### src/rtl/ber_test_scheduler.sv
// BER test run sequencer: paced numbered TX words, timed RX matching and error statistics.
// Optional macro BER_SCHED_PRBS_EN selects an LFSR payload instead of the packet index.
module ber_test_scheduler #(
  parameter int W       = 32,
  parameter int PERIOD  = 2000,
  parameter int TIMEOUT = 1500,
  parameter int CNT_W   = 32
) (
  input  logic             clk,
  input  logic             reset_b,
  input  logic             start,
  input  logic             abort,
  input  logic [15:0]      num_packets,
  output logic [W-1:0]     tx_data,
  output logic             tx_valid,
  input  logic             tx_ready,
  input  logic [W-1:0]     rx_data,
  input  logic             rx_valid,
  output logic             busy,
  output logic             done,
  output logic [15:0]      pkt_sent,
  output logic [15:0]      pkt_err,
  output logic [15:0]      pkt_lost,
  output logic [CNT_W-1:0] bit_err
);

  localparam int TW = $clog2(PERIOD + 1);

  typedef enum logic [2:0] {IDLE, SEND, WAIT_RX, CHECK, GAP, FIN} state_t;

  state_t         state;
  logic [TW-1:0]  timer;
  logic [15:0]    num_latched;
  logic [W-1:0]   expected;
  logic [W-1:0]   err_vec;
  logic           start_acc;
  logic           handshake;
  logic           period_up;
  logic           timed_out;
  logic           more_pkts;
  logic [5:0]     err_bits;
  logic [CNT_W:0] bit_sum;
  logic [W-1:0]   first_word;
  logic [W-1:0]   next_word;

  function automatic logic [5:0] popcount(input logic [W-1:0] v);
    logic [5:0] c;
    c = '0;
    for (int i = 0; i < W; i++) c = c + 6'(v[i]);
    return c;
  endfunction

  // timer reads k during cycle t0+k, where t0 is the accepted handshake cycle
  assign start_acc = (state == IDLE) && start && !abort;
  assign handshake = (state == SEND) && tx_valid && tx_ready && !abort;
  assign period_up = timer >= TW'(PERIOD - 1);
  assign timed_out = timer >= TW'(TIMEOUT);
  assign more_pkts = pkt_sent < num_latched;
  assign err_bits  = popcount(err_vec);
  assign bit_sum   = {1'b0, bit_err} + (CNT_W+1)'(err_bits);

`ifdef BER_SCHED_PRBS_EN
  localparam logic [31:0] LFSR_SEED = 32'hFFFFFFFF;
  logic [31:0] lfsr;
  logic [31:0] lfsr_step;

  assign lfsr_step  = {lfsr[30:0], ^(lfsr & 32'hF8200000)};
  assign first_word = {1'b1, LFSR_SEED[W-2:0]};
  assign next_word  = {1'b1, lfsr_step[W-2:0]};

  always_ff @(posedge clk or negedge reset_b) begin
    if (!reset_b)       lfsr <= LFSR_SEED;
    else if (start_acc) lfsr <= LFSR_SEED;
    else if (handshake) lfsr <= lfsr_step;
  end
`else
  logic [15:0] next_index;

  assign next_index = pkt_sent + 16'd1;
  assign first_word = {1'b1, {(W-1){1'b0}}};
  assign next_word  = {1'b1, (W-1)'(next_index)};
`endif

  always_ff @(posedge clk or negedge reset_b) begin
    if (!reset_b) begin
      state       <= IDLE;
      timer       <= '0;
      num_latched <= '0;
      expected    <= '0;
      err_vec     <= '0;
      tx_data     <= '0;
      tx_valid    <= 1'b0;
      busy        <= 1'b0;
      done        <= 1'b0;
      pkt_sent    <= '0;
      pkt_err     <= '0;
      pkt_lost    <= '0;
      bit_err     <= '0;
    end else begin
      done <= 1'b0;
      // abort wins over everything, and the pending word is simply dropped
      if (state != IDLE && state != FIN && abort) begin
        tx_valid <= 1'b0;
        done     <= 1'b1;
        state    <= FIN;
      end else begin
        case (state)
          IDLE: begin
            if (start_acc) begin
              busy        <= 1'b1;
              num_latched <= num_packets;
              pkt_sent    <= '0;
              pkt_err     <= '0;
              pkt_lost    <= '0;
              bit_err     <= '0;
              timer       <= '0;
              tx_data     <= first_word;
              // an empty run passes through GAP so done lands two cycles after start
              if (num_packets == 16'd0) begin
                state <= GAP;
              end else begin
                tx_valid <= 1'b1;
                state    <= SEND;
              end
            end
          end
          SEND: begin
            if (handshake) begin
              tx_valid <= 1'b0;
              pkt_sent <= pkt_sent + 16'd1;
              expected <= tx_data;
              tx_data  <= next_word;
              timer    <= TW'(1);
              state    <= WAIT_RX;
            end
          end
          WAIT_RX: begin
            timer <= timer + TW'(1);
            if (rx_valid) begin
              err_vec <= rx_data ^ expected;
              state   <= CHECK;
            end else if (timed_out) begin
              pkt_lost <= pkt_lost + 16'd1;
              state    <= GAP;
            end
          end
          CHECK: begin
            timer <= timer + TW'(1);
            if (bit_sum[CNT_W]) bit_err <= '1;
            else                bit_err <= bit_sum[CNT_W-1:0];
            if (err_vec != '0) pkt_err <= pkt_err + 16'd1;
            if (!period_up) begin
              state <= GAP;
            end else if (more_pkts) begin
              tx_valid <= 1'b1;
              state    <= SEND;
            end else begin
              done  <= 1'b1;
              state <= FIN;
            end
          end
          GAP: begin
            timer <= timer + TW'(1);
            if (period_up || pkt_sent == 16'd0) begin
              if (more_pkts) begin
                tx_valid <= 1'b1;
                state    <= SEND;
              end else begin
                done  <= 1'b1;
                state <= FIN;
              end
            end
          end
          FIN: begin
            busy  <= 1'b0;
            state <= IDLE;
          end
          default: state <= IDLE;
        endcase
      end
    end
  end

endmodule

### config.mk
export PLATFORM = sky130hd
export DESIGN_NAME = ber_test_scheduler
export DESIGN_NICKNAME = d
export VERILOG_FILES = /design/src/rtl/ber_test_scheduler.sv
export SDC_FILE = /design/constraint.sdc
export NUM_CORES = 1
export LEC_CHECK = 0
export CAP_MARGIN = 20
export CORE_MARGIN = 5
export CORE_UTILIZATION = 45
export CTS_BUF_LIST = sky130_fd_sc_hd__clkbuf_16
export DETAILED_ROUTE_END_ITERATION = 12
export GPL_ROUTABILITY_DRIVEN = 1
export PLACE_DENSITY = 0.76
export SYNTH_ARGS = -nofsm -noshare
export SYNTH_HDL_FRONTEND = slang
export SYNTH_SLANG_ARGS = --single-unit
### constraint.sdc
create_clock -name clk -period 7.3 [get_ports clk]
set_input_delay 1.825 -clock clk [delete_from_list [all_inputs] [get_ports clk]]
set_output_delay 1.825 -clock clk [all_outputs]
set_load 0.02 [all_outputs]
==> results.py, run 1 <==
metrics = {
    "critical_path": {
        "worst_path_most_repeated_cell": "fa_1",
        "crit_arrival_ns": 6.39,
        "cpMaxStageDelayCell": "fa_1",
        "crit_family": "adder cells",
        "crit_buf_inv": 3,
        "path_class": "register to register",
        "end_kind": "register",
        "worst_ep_required_time_ns": 7.57,
        "cp-start-kind": "register",
        "crit_fanout": 13,
        "reg2reg_slack_ns": 1.18,
        "worstPathCellList": "fa_1 -> inv_1 -> fa_1 -> fa_1 -> fa_1 -> fa_1 -> fa_1 -> fa_1 -> inv_1 -> fa_1 -> a21o_1 -> a21oi_1 -> o211ai_1 -> o211ai_1 -> nor3_1 -> buf_4 -> nand2_1 -> o311ai_0",
        "cp_slowest_stage_delay_ns": 0.55,
    },
    "global_route": {
        "grt_pass1_vias": 7717,
        "grt_max_degree": 100,
        "antenna_found_initial": 0,
        "grtUsageTotal_pct": 20.9,
        "grt_pass1_wl_um": 40900,
        "overflow": 0,
    },
    "yosys": {
        "ys_ff_latch": 163,
        "yosysWarningCount": 0,
        "synth_xor_xnor_area_share_pct": 5.12,
        "synth-simple-area-share_pct": 18.8,
        "seq_area_frac_synth_pct": 42.6,
        "synth_ff_type": "dfrtp_1",
        "synth_cell_type_count": 65,
        "syn-cell-area_um2": 9580,
        "async_flop_share_pct": 100,
        "synthCells": 1026,
        "postSynthAreaPerCell_um2": 9.33,
        "synth_top_family_by_area": "simple AND/OR/NAND/NOR gates",
        "synth_compound_area_share_pct": 12.9,
        "synthAdderAreaFrac_pct": 10.1,
        "synthMuxAreaShare_pct": 3.11,
        "synth-edff-count": 0,
    },
    "floorplanning": {
        "start_util_pct": 45.7,
        "io_pins": 169,
        "die_h_um": 156,
        "fp.coreArea_um2": 21000,
        "dieArea_um2": 24300,
        "die_x_um": 156,
        "rows": 53,
    },
    "clocking": {
        "htreeDepth": 4,
        "cts_setup_buffers": 0,
        "cts_root_buffer": "clkbuf_16",
        "clk_path_buf_depth": 2,
        "insertion_delay_ns": 0.43,
        "cts_tree": "done",
        "clk_pin_slew_ns": 0.07,
        "cts-resized-gates": 0,
        "cts_sinks": 163,
        "cts_buffers": 17,
        "cts-hold-fix-buffers": 0,
    },
    "drt": {
        "ant_nets": 0,
        "wl_per_cell_um": 17.6,
        "drtPass1Iterations": 5,
        "vias_per_cell": 5.51,
        "dr_total_vias": 7901,
        "wirelength_um": 25300,
        "drcViolationCount": 0,
        "drtIter0Drc": 541,
    },
    "sta": {
        "finalMaxSlewViolations": 0,
        "grt_setup_unrepaired": "false",
        "worst_pin_slew_ns": 0.951,
        "fin_crit_ns": 6.12,
        "fin_crit_sh_pct": 83.8,
        "fmax_mhz": 163,
        "maxSlewHeadroom_pct": 36.6,
        "worst_slack_ns": 1.18,
        "tns_ns": 0,
        "timing.hold.ws_ns": 0.502,
        "finalSetupViolCount": 0,
        "skew_ns": 0.0131,
        "hold_viol_final": 0,
    },
    "placement": {
        "io_buffers": 153,
        "gp_congestion": 0.871,
        "dpl_cell_area_um2": 11200,
        "place_ws_ns": 1.21,
        "dp.final_hpwl_um": 18100,
    },
    "power": {
        "powerDensity_nw_per_um2": 586,
        "p_total_uw": 6900,
        "peakVddDrop_uv": 1050,
        "p_leak_uw": 0.00527,
    },
    "final_layout": {
        "antenna_cells": 0,
        "final_cell_mix": "163 x dfrtp_1, 152 x clkdlybuf4s50_1, 108 x nand2_1, 91 x o21ai_0, 80 x inv_1",
        "design_area_um2": 11800,
        "area_growth_pct": 23.0,
        "fin_nets": 1262,
        "drive_gt1_share_pct": 6.56,
        "final_common_cell": "dfrtp_1",
    },
    "worst_hold_path": {
        "hold_path.class": "register to register",
    },
    "flow_run": {
        "cap_violations": 0,
    },
    "outcome": {
        "status": "complete, no violations",
    },
}
## through the flow
| stage | utilization, % | cells |
|---|---|---|
| final | 56.2 | 1434 |
| after global routing | 56.2 | 1434 |
| after CTS | 56.2 | 1434 |
| after global placement | 53.3 | 1402 |
| after detailed placement | 53.3 | 1402 |
| after floorplan | - | 1040 |
## logic make-up after synthesis
group / after synthesis
AO/OA/AOI/OAI: 203
AND/OR/NAND/NOR: 361
multiplexers: 27
XOR/XNOR: 56
adder cells (fa/ha/maj): 62
buffers and inverters: 153
other: 1
flip-flops: 163
## routing by layer
layer / share of wire (%) / wire length (µm) / global-route usage [%]
met3: 5.6 / 1420 / 4.30
met5: 0 / 0 / 0
met2: 48 / 12200 / 34.1
met4: 1.9 / 486 / 5.75
met1: 44 / 11200 / 28.4
## cells in the mapped netlist, types with 7 or more instances
cell	n	area, µm²
or4_1	8	60.1
nor4_1	14	87.6
a21o_1	7	52.6
nor3_1	18	90.1
mux2_2	22	248
a21oi_1	45	225
xor2_1	29	254
clkbuf_1	29	109
o21ai_0	91	455
nand4_1	19	119
o211ai_1	11	82.6
inv_1	80	300
nand3_1	43	215
xnor2_1	27	236
nor2b_1	7	43.8
nand2_1	108	405
nor2_1	75	282
buf_1	7	26.3
fa_1	26	521
dfrtp_1	163	4080
or3_1	17	106
and3_1	22	138
ha_1	36	450
buf_4	32	240
o311ai_0	8	70.1
## tightest hold or removal path, stage by stage (launching register included)
cell     delay (ns)
dfrtp_1        0.36
nand2_1        0.05
o21ai_0        0.06
## registers in the layout, summed over array words and instances (netlist names)
signal       count
done             1
tx_valid         1
err_vec         32
pkt_err         16
state            3
bit_err         32
pkt_lost        16
expected        17
num_latched     16
pkt_sent        15
tx_data          2
timer           11
busy             1
## power breakdown
group          internal [µW]  switching [µW]  total [µW]
logic                   2070            2640        4710
clock network            542             385         927
registers               1080             183        1260
total                   3690            3210        6900
## worst paths after layout
kind / from / end / cells after the start
min in group asynchronous: reset_b / bit_err[1]$_DFFE_PN0P_ / 1
setup / recovery: bit_err[0]$_DFFE_PN0P_ / bit_err[15]$_DFFE_PN0P_ / 18
setup reg to reg: bit_err[0]$_DFFE_PN0P_ / bit_err[15]$_DFFE_PN0P_ / 18
max in group asynchronous: reset_b / num_latched[11]$_DFFE_PN0P_ / 2
hold / removal: expected[0]$_DFFE_PN0P_ / expected[0]$_DFFE_PN0P_ / 2
hold reg to reg: expected[0]$_DFFE_PN0P_ / expected[0]$_DFFE_PN0P_ / 2
## cell type report
class | instances | area (µm²)
clock buffer | 17 | 425
clock inverter | 15 | 181
fill | 1856 | 9180
inverter | 80 | 300
multi-input combinational | 724 | 4860
sequential | 163 | 4080
tap | 275 | 344
timing repair buffer | 160 | 1590
No activity file was read; power rests on OpenSTA's default activity.
==> run 2: changes to the inputs <==
PLACE_DENSITY = 0.79   (was 0.76)
clock period = 5.1 ns   (was 7.3 ns; I/O delays follow)
==> run 2 against run 1 <==
Against the previous run: clock skew fell by 0.00072 ns; the flow now finishes with violations (setup timing); setup slack got worse by 1.7 ns; non-clock buffer count rose by 45; die area did not move; maximum frequency rose by 8.2%; global-route usage rose by 0.092 points; register-to-register slack got worse by 1.7 ns; final area rose by 4.3%; critical path depth rose by 1; count of clock-buffer cells in the layout did not move; wire length rose by 1.8%.
==> results.py, run 2 (synthesis results as in run 1) <==
metrics = {
    "outcome": {
        "status": "finished with violations",
        "violations": "setup timing",
    },
    "critical_path": {
        "cp-start-kind": "register",
        "worstPathCellList": "fa_1 -> inv_2 -> fa_1 -> fa_1 -> fa_1 -> fa_1 -> fa_1 -> fa_2 -> inv_2 -> fa_2 -> a21o_1 -> a21oi_2 -> o211ai_1 -> o211ai_1 -> buf_4 -> nor3b_4 -> buf_6 -> a22oi_1 -> nand3_1",
        "r2r_end": "bit_err[12]$_DFFE_PN0P_",
        "crit_arrival_ns": 6.01,
        "reg2reg_from": "err_vec[14]$_DFFE_PN0P_",
        "crit_buf_inv": 4,
        "end_kind": "register",
        "crit_start": "err_vec[14]$_DFFE_PN0P_",
        "cpMaxStageDelayCell": "fa_1",
        "r2r_cells": 19,
        "worst_path_most_repeated_cell": "fa_1",
        "crit_family": "adder cells",
        "crit_end": "bit_err[12]$_DFFE_PN0P_",
        "worst_ep_required_time_ns": 5.46,
        "reg2reg_slack_ns": -0.55,
        "cp_slowest_stage_delay_ns": 0.58,
        "crit_fanout": 5,
        "path_class": "register to register",
        "cp.depth": 19,
    },
    "final_layout": {
        "design_area_um2": 12300,
        "final-instance-count-excl-fill": 1479,
        "antenna_cells": 0,
        "regArea_um2": 4080,
        "fin_util_pct": 58.6,
        "area_growth_pct": 28.3,
        "final_common_cell": "dfrtp_1",
        "final.fill_count": 1814,
        "multi_input_area_um2": 5000,
        "fin_nets": 1308,
        "drive_gt1_share_pct": 12.8,
        "reg.largest.list": "bit_err: 32 flops, err_vec: 32 flops, expected: 17 flops",
        "final_cell_mix": "162 x dfrtp_1, 152 x clkdlybuf4s50_1, 106 x nand2_1, 77 x inv_1, 77 x o21ai_0",
    },
    "sta": {
        "worst_pin_slew_ns": 1.17,
        "fmax_mhz": 177,
        "grt_setup_unrepaired": "true",
        "finalMaxSlewViolations": 0,
        "skew_ns": 0.0124,
        "fin_crit_sh_pct": 111,
        "finalSetupViolCount": 32,
        "hold_viol_final": 0,
        "maxSlewHeadroom_pct": 22.3,
        "worst_slack_ns": -0.554,
        "fin_crit_ns": 5.65,
    },
    "flow_run": {
        "cap_violations": 0,
    },
    "placement": {
        "gp_congestion": 0.918,
        "io_buffers": 153,
        "dpl_cell_area_um2": 11500,
        "dp.final_hpwl_um": 18200,
        "dp_cells": 1432,
    },
    "worst_hold_path": {
        "hold_path.class": "register to register",
    },
    "global_route": {
        "antenna_found_initial": 0,
        "grtUsageTotal_pct": 20.9,
        "grt_use_met3_pct": 4.85,
        "grt_busiest_layer": "met2",
        "grt_max_degree": 86,
        "grt_util_met2_pct": 33.6,
        "overflow": 0,
        "grt_pass1_wl_um": 41100,
        "grt_pass1_vias": 8019,
        "met1_usage_pct": 28.0,
    },
    "drt": {
        "drtPass1Iterations": 5,
        "dr_total_vias": 8247,
        "ant_nets": 0,
        "vias_per_cell": 5.58,
        "drcViolationCount": 0,
        "drtIter0Drc": 570,
        "wl_per_cell_um": 17.4,
        "wirelength_um": 25700,
    },
    "floorplanning": {
        "fp.coreArea_um2": 21000,
        "start_util_pct": 45.7,
        "die_x_um": 156,
        "rows": 53,
        "io_pins": 169,
        "dieArea_um2": 24300,
        "die_h_um": 156,
    },
    "clocking": {
        "insertion_delay_ns": 0.43,
        "cts_root_buffer": "clkbuf_16",
        "cts_sinks": 163,
        "clk_pin_slew_ns": 0.06,
        "clk_path_buf_depth": 2,
        "cts_tree": "done",
        "htreeDepth": 4,
        "cts_buffers": 17,
    },
}
## run 2: timing repair
| item | 4_1_cts | 5_1_grt |
|---|---|---|
| resized for setup | 17 | 23 |
| setup endpoints to repair | 32 | 32 |
| cloned | 0 | 2 |
| buffers inserted | 8 | 6 |
| pin swaps | 14 | 16 |
| hold buffers | 0 | 0 |
## run 2: routing by layer
metal,wire length (µm),share of wire (%),vias up
li1,-,-,3847
met1,10700,42,4001
met2,12300,48,338
met3,1920,7.4,61
met4,770,3.0,0
met5,0,0,-
## run 2: worst min path at each step
stage,to,slack [ns],start,depth (start not counted)
final,tx_data[31]$_DFFE_PN0P_,0.50,tx_data[31]$_DFFE_PN0P_,1
after global routing,tx_data[31]$_DFFE_PN0P_,0.52,tx_data[31]$_DFFE_PN0P_,1
after CTS,tx_data[31]$_DFFE_PN0P_,0.50,tx_data[31]$_DFFE_PN0P_,1
after detailed placement,tx_data[31]$_DFFE_PN0P_,0.49,tx_data[31]$_DFFE_PN0P_,1
after global placement,expected[1]$_DFFE_PN0P_,0.48,expected[1]$_DFFE_PN0P_,2
after floorplan,expected[1]$_DFFE_PN0P_,0.47,expected[1]$_DFFE_PN0P_,2
## run 2: through the flow
| step | TNS, ns | worst slack [ns] | hold slack (ns) |
|---|---|---|---|
| 2_1_floorplan | -5.93 | -0.277 | 0.469 |
| 3_3_place_gp | -9.50 | -0.365 | 0.481 |
| 3_5_place_dp | -11.60 | -0.442 | 0.487 |
| 4_1_cts | -9.56 | -0.398 | 0.500 |
| 5_1_grt | -19.52 | -0.727 | 0.518 |
| 6_report | -13.95 | -0.554 | 0.501 |
## run 2: final cells by class
cell class / count / share of cell area (%)
Multi-Input combinational cell: 725 / 40.7
Sequential cell: 163 / 33.2
Inverter: 80 / 2.44
Clock inverter: 14 / 1.23
Tap cell: 275 / 2.80
Clock buffer: 17 / 3.46
Timing Repair Buffer: 205 / 16.2
Power of run 2 is left out: the tool's default activity adds up to more than one toggle a clock period on the data nets, which glitch-free logic cannot reach.
==> run 3: changes to the inputs <==
CORE_MARGIN = not set   (was 5)
CORE_UTILIZATION = 40   (was 45)
PLACE_DENSITY = 0.69   (was 0.79)
clock period = 6.2 ns   (was 5.1 ns; I/O delays follow)
==> run 3 against run 2 <==
Against the previous run: the run now ends clean; final area fell by 4.0%; worst hold slack better by 0.0044 ns; cell count grew 0.14%; flip-flop and latch count unchanged; critical path type unchanged.
==> results.py, run 3 (synthesis results as in run 1) <==
metrics = {
    "outcome": {
        "status": "complete, no violations",
    },
    "floorplanning": {
        "rows": 56,
        "start_util_pct": 40.8,
        "die_x_um": 157,
        "die_h_um": 157,
        "fp.coreArea_um2": 23500,
        "io_pins": 169,
        "dieArea_um2": 24600,
    },
    "sta": {
        "finalMaxSlewViolations": 0,
        "skew_ns": 0.0137,
        "grt_setup_unrepaired": "false",
        "hold_viol_final": 0,
        "tns_ns": 0,
        "worst_pin_slew_ns": 0.993,
        "worst_slack_ns": 0.341,
        "fin_crit_ns": 5.86,
        "maxSlewHeadroom_pct": 33.6,
        "finalSetupViolCount": 0,
        "fin_crit_sh_pct": 94.5,
        "fmax_mhz": 171,
    },
    "final_layout": {
        "final.fill_count": 2177,
        "reg.largest.list": "bit_err: 32 flops, err_vec: 32 flops, expected: 17 flops",
        "fin_nets": 1265,
        "multi_input_area_um2": 4860,
        "final_cell_mix": "163 x dfrtp_1, 152 x clkdlybuf4s50_1, 107 x nand2_1, 91 x o21ai_0, 80 x inv_1",
        "final_common_cell": "dfrtp_1",
        "drive_gt1_share_pct": 6.97,
        "regArea_um2": 4080,
        "antenna_cells": 0,
        "area_growth_pct": 23.2,
    },
    "drt": {
        "drcViolationCount": 0,
        "dr_total_vias": 7855,
        "wl_per_cell_um": 16.6,
        "drtIter0Drc": 609,
        "ant_nets": 0,
        "wirelength_um": 24600,
        "drtPass1Iterations": 5,
        "vias_per_cell": 5.30,
    },
    "flow_run": {
        "cap_violations": 0,
    },
    "global_route": {
        "antenna_found_initial": 0,
        "grt_max_degree": 69,
        "grt_pass1_vias": 7571,
        "grtUsageTotal_pct": 21.0,
        "overflow": 0,
        "grt_pass1_wl_um": 39900,
    },
    "power": {
        "combPwrFrac_pct": 68.4,
        "p_sw_uw": 3630,
        "powerDensity_nw_per_um2": 660,
        "clock_power_share_pct": 12.5,
        "p_leak_uw": 0.00523,
        "peakVddDrop_uv": 1080,
        "seq_power_share_pct": 19.1,
        "intPower_uw": 4160,
        "switching_share_pct": 46.6,
    },
    "critical_path": {
        "crit_arrival_ns": 6.22,
        "reg2reg_slack_ns": 0.34,
        "crit_fanout": 11,
        "reg2reg_from": "bit_err[0]$_DFFE_PN0P_",
        "r2r_end": "bit_err[18]$_DFFE_PN0P_",
        "r2r_cells": 17,
        "end_kind": "register",
        "path_class": "register to register",
        "worst_ep_required_time_ns": 6.56,
        "cp-start-kind": "register",
    },
    "worst_hold_path": {
        "min_from": "tx_data[31]$_DFFE_PN0P_",
        "hold-path-endpoint": "tx_data[31]$_DFFE_PN0P_",
        "hold_path.class": "register to register",
        "whs_path_depth": 1,
    },
    "clocking": {
        "cts_root_buffer": "clkbuf_16",
        "cts_buffers": 17,
        "cts-hold-fix-buffers": 0,
        "clk_pin_slew_ns": 0.07,
        "cts_tree": "done",
        "htreeDepth": 4,
        "insertion_delay_ns": 0.43,
        "cts_sinks": 163,
        "clk_path_buf_depth": 2,
    },
    "placement": {
        "dp.final_hpwl_um": 17700,
        "io_buffers": 153,
        "place_ws_ns": 0.202,
        "gp_congestion": 0.865,
    },
}
## run 3: repair_timing
action                     in CTS  in global routing
setup buffers                   0                  1
resized for setup               0                  1
hold endpoints to repair        0                  0
setup endpoints to repair       0                 16
## run 3: worst max-delay path: stages (launching register included)
cell and delay, ns:
dfrtp_1 0.41, fa_1 0.55, inv_1 0.05, fa_1 0.52, fa_1 0.44, fa_1 0.50, fa_1 0.54, fa_1 0.43
fa_1 0.40, inv_1 0.08, fa_1 0.20, a21o_1 0.12, a21oi_1 0.11, o211ai_1 0.23, o211ai_1 0.38, or4_1 0.60
and2_0 0.16, nand3_1 0.07
## run 3: power groups by stage
stage               sequential, µW  combinational, µW  clock, µW
floorplan                     1450               4350          0
global placement              1500               5340          0
detailed placement            1500               5380          0
CTS                           1490               5460        997
global route                  1520               6270       1040
finish                        1490               5330        976
## run 3: area by class of cell
| cell class | count | area share, % |
|---|---|---|
| timing repair buffer | 163 | 13.7 |
| clock buffer | 17 | 3.61 |
| inverter | 80 | 2.55 |
| tap | 319 | 3.38 |
| clock inverter | 15 | 0.944 |
| multi-input combinational | 724 | 41.2 |
| sequential | 163 | 34.6 |
## run 3: layer usage
layer / vias to the layer above / share of wire, % / wire length (µm) / track usage, %
met1: 3838 / 46 / 11400 / 28.7
li1: 3754 / - / - / -
met4: 0 / 1.7 / 418 / 6.96
met3: 27 / 5.3 / 1300 / 4.68
met2: 236 / 47 / 11400 / 32.7
met5: - / 0 / 0 / 0
## run 3: through the flow
stage                     cell area (µm²)  utilization, %  cells  hold WS [ns]  power, µW
after floorplan                      9630               -   1040         0.469       5800
after global placement              11300            47.9   1448         0.488       6840
after detailed placement            11300            47.9   1448         0.495       6880
after CTS                           11800            50.2   1480         0.507       7940
after global routing                11800            50.3   1481         0.536       8830
final                               11800            50.3   1481         0.505       7790
## run 3: how the worst max path moves through the flow
stage / from / to / slack [ns]
CTS: bit_err[0]$_DFFE_PN0P_ / bit_err[15]$_DFFE_PN0P_ / 0.17
global placement: bit_err[0]$_DFFE_PN0P_ / bit_err[15]$_DFFE_PN0P_ / 0.32
global route: bit_err[0]$_DFFE_PN0P_ / bit_err[26]$_DFFE_PN0P_ / 0.003
floorplan: bit_err[0]$_DFFE_PN0P_ / bit_err[21]$_DFFE_PN0P_ / 0.47
detailed placement: bit_err[0]$_DFFE_PN0P_ / bit_err[15]$_DFFE_PN0P_ / 0.20
finish: bit_err[0]$_DFFE_PN0P_ / bit_err[18]$_DFFE_PN0P_ / 0.34
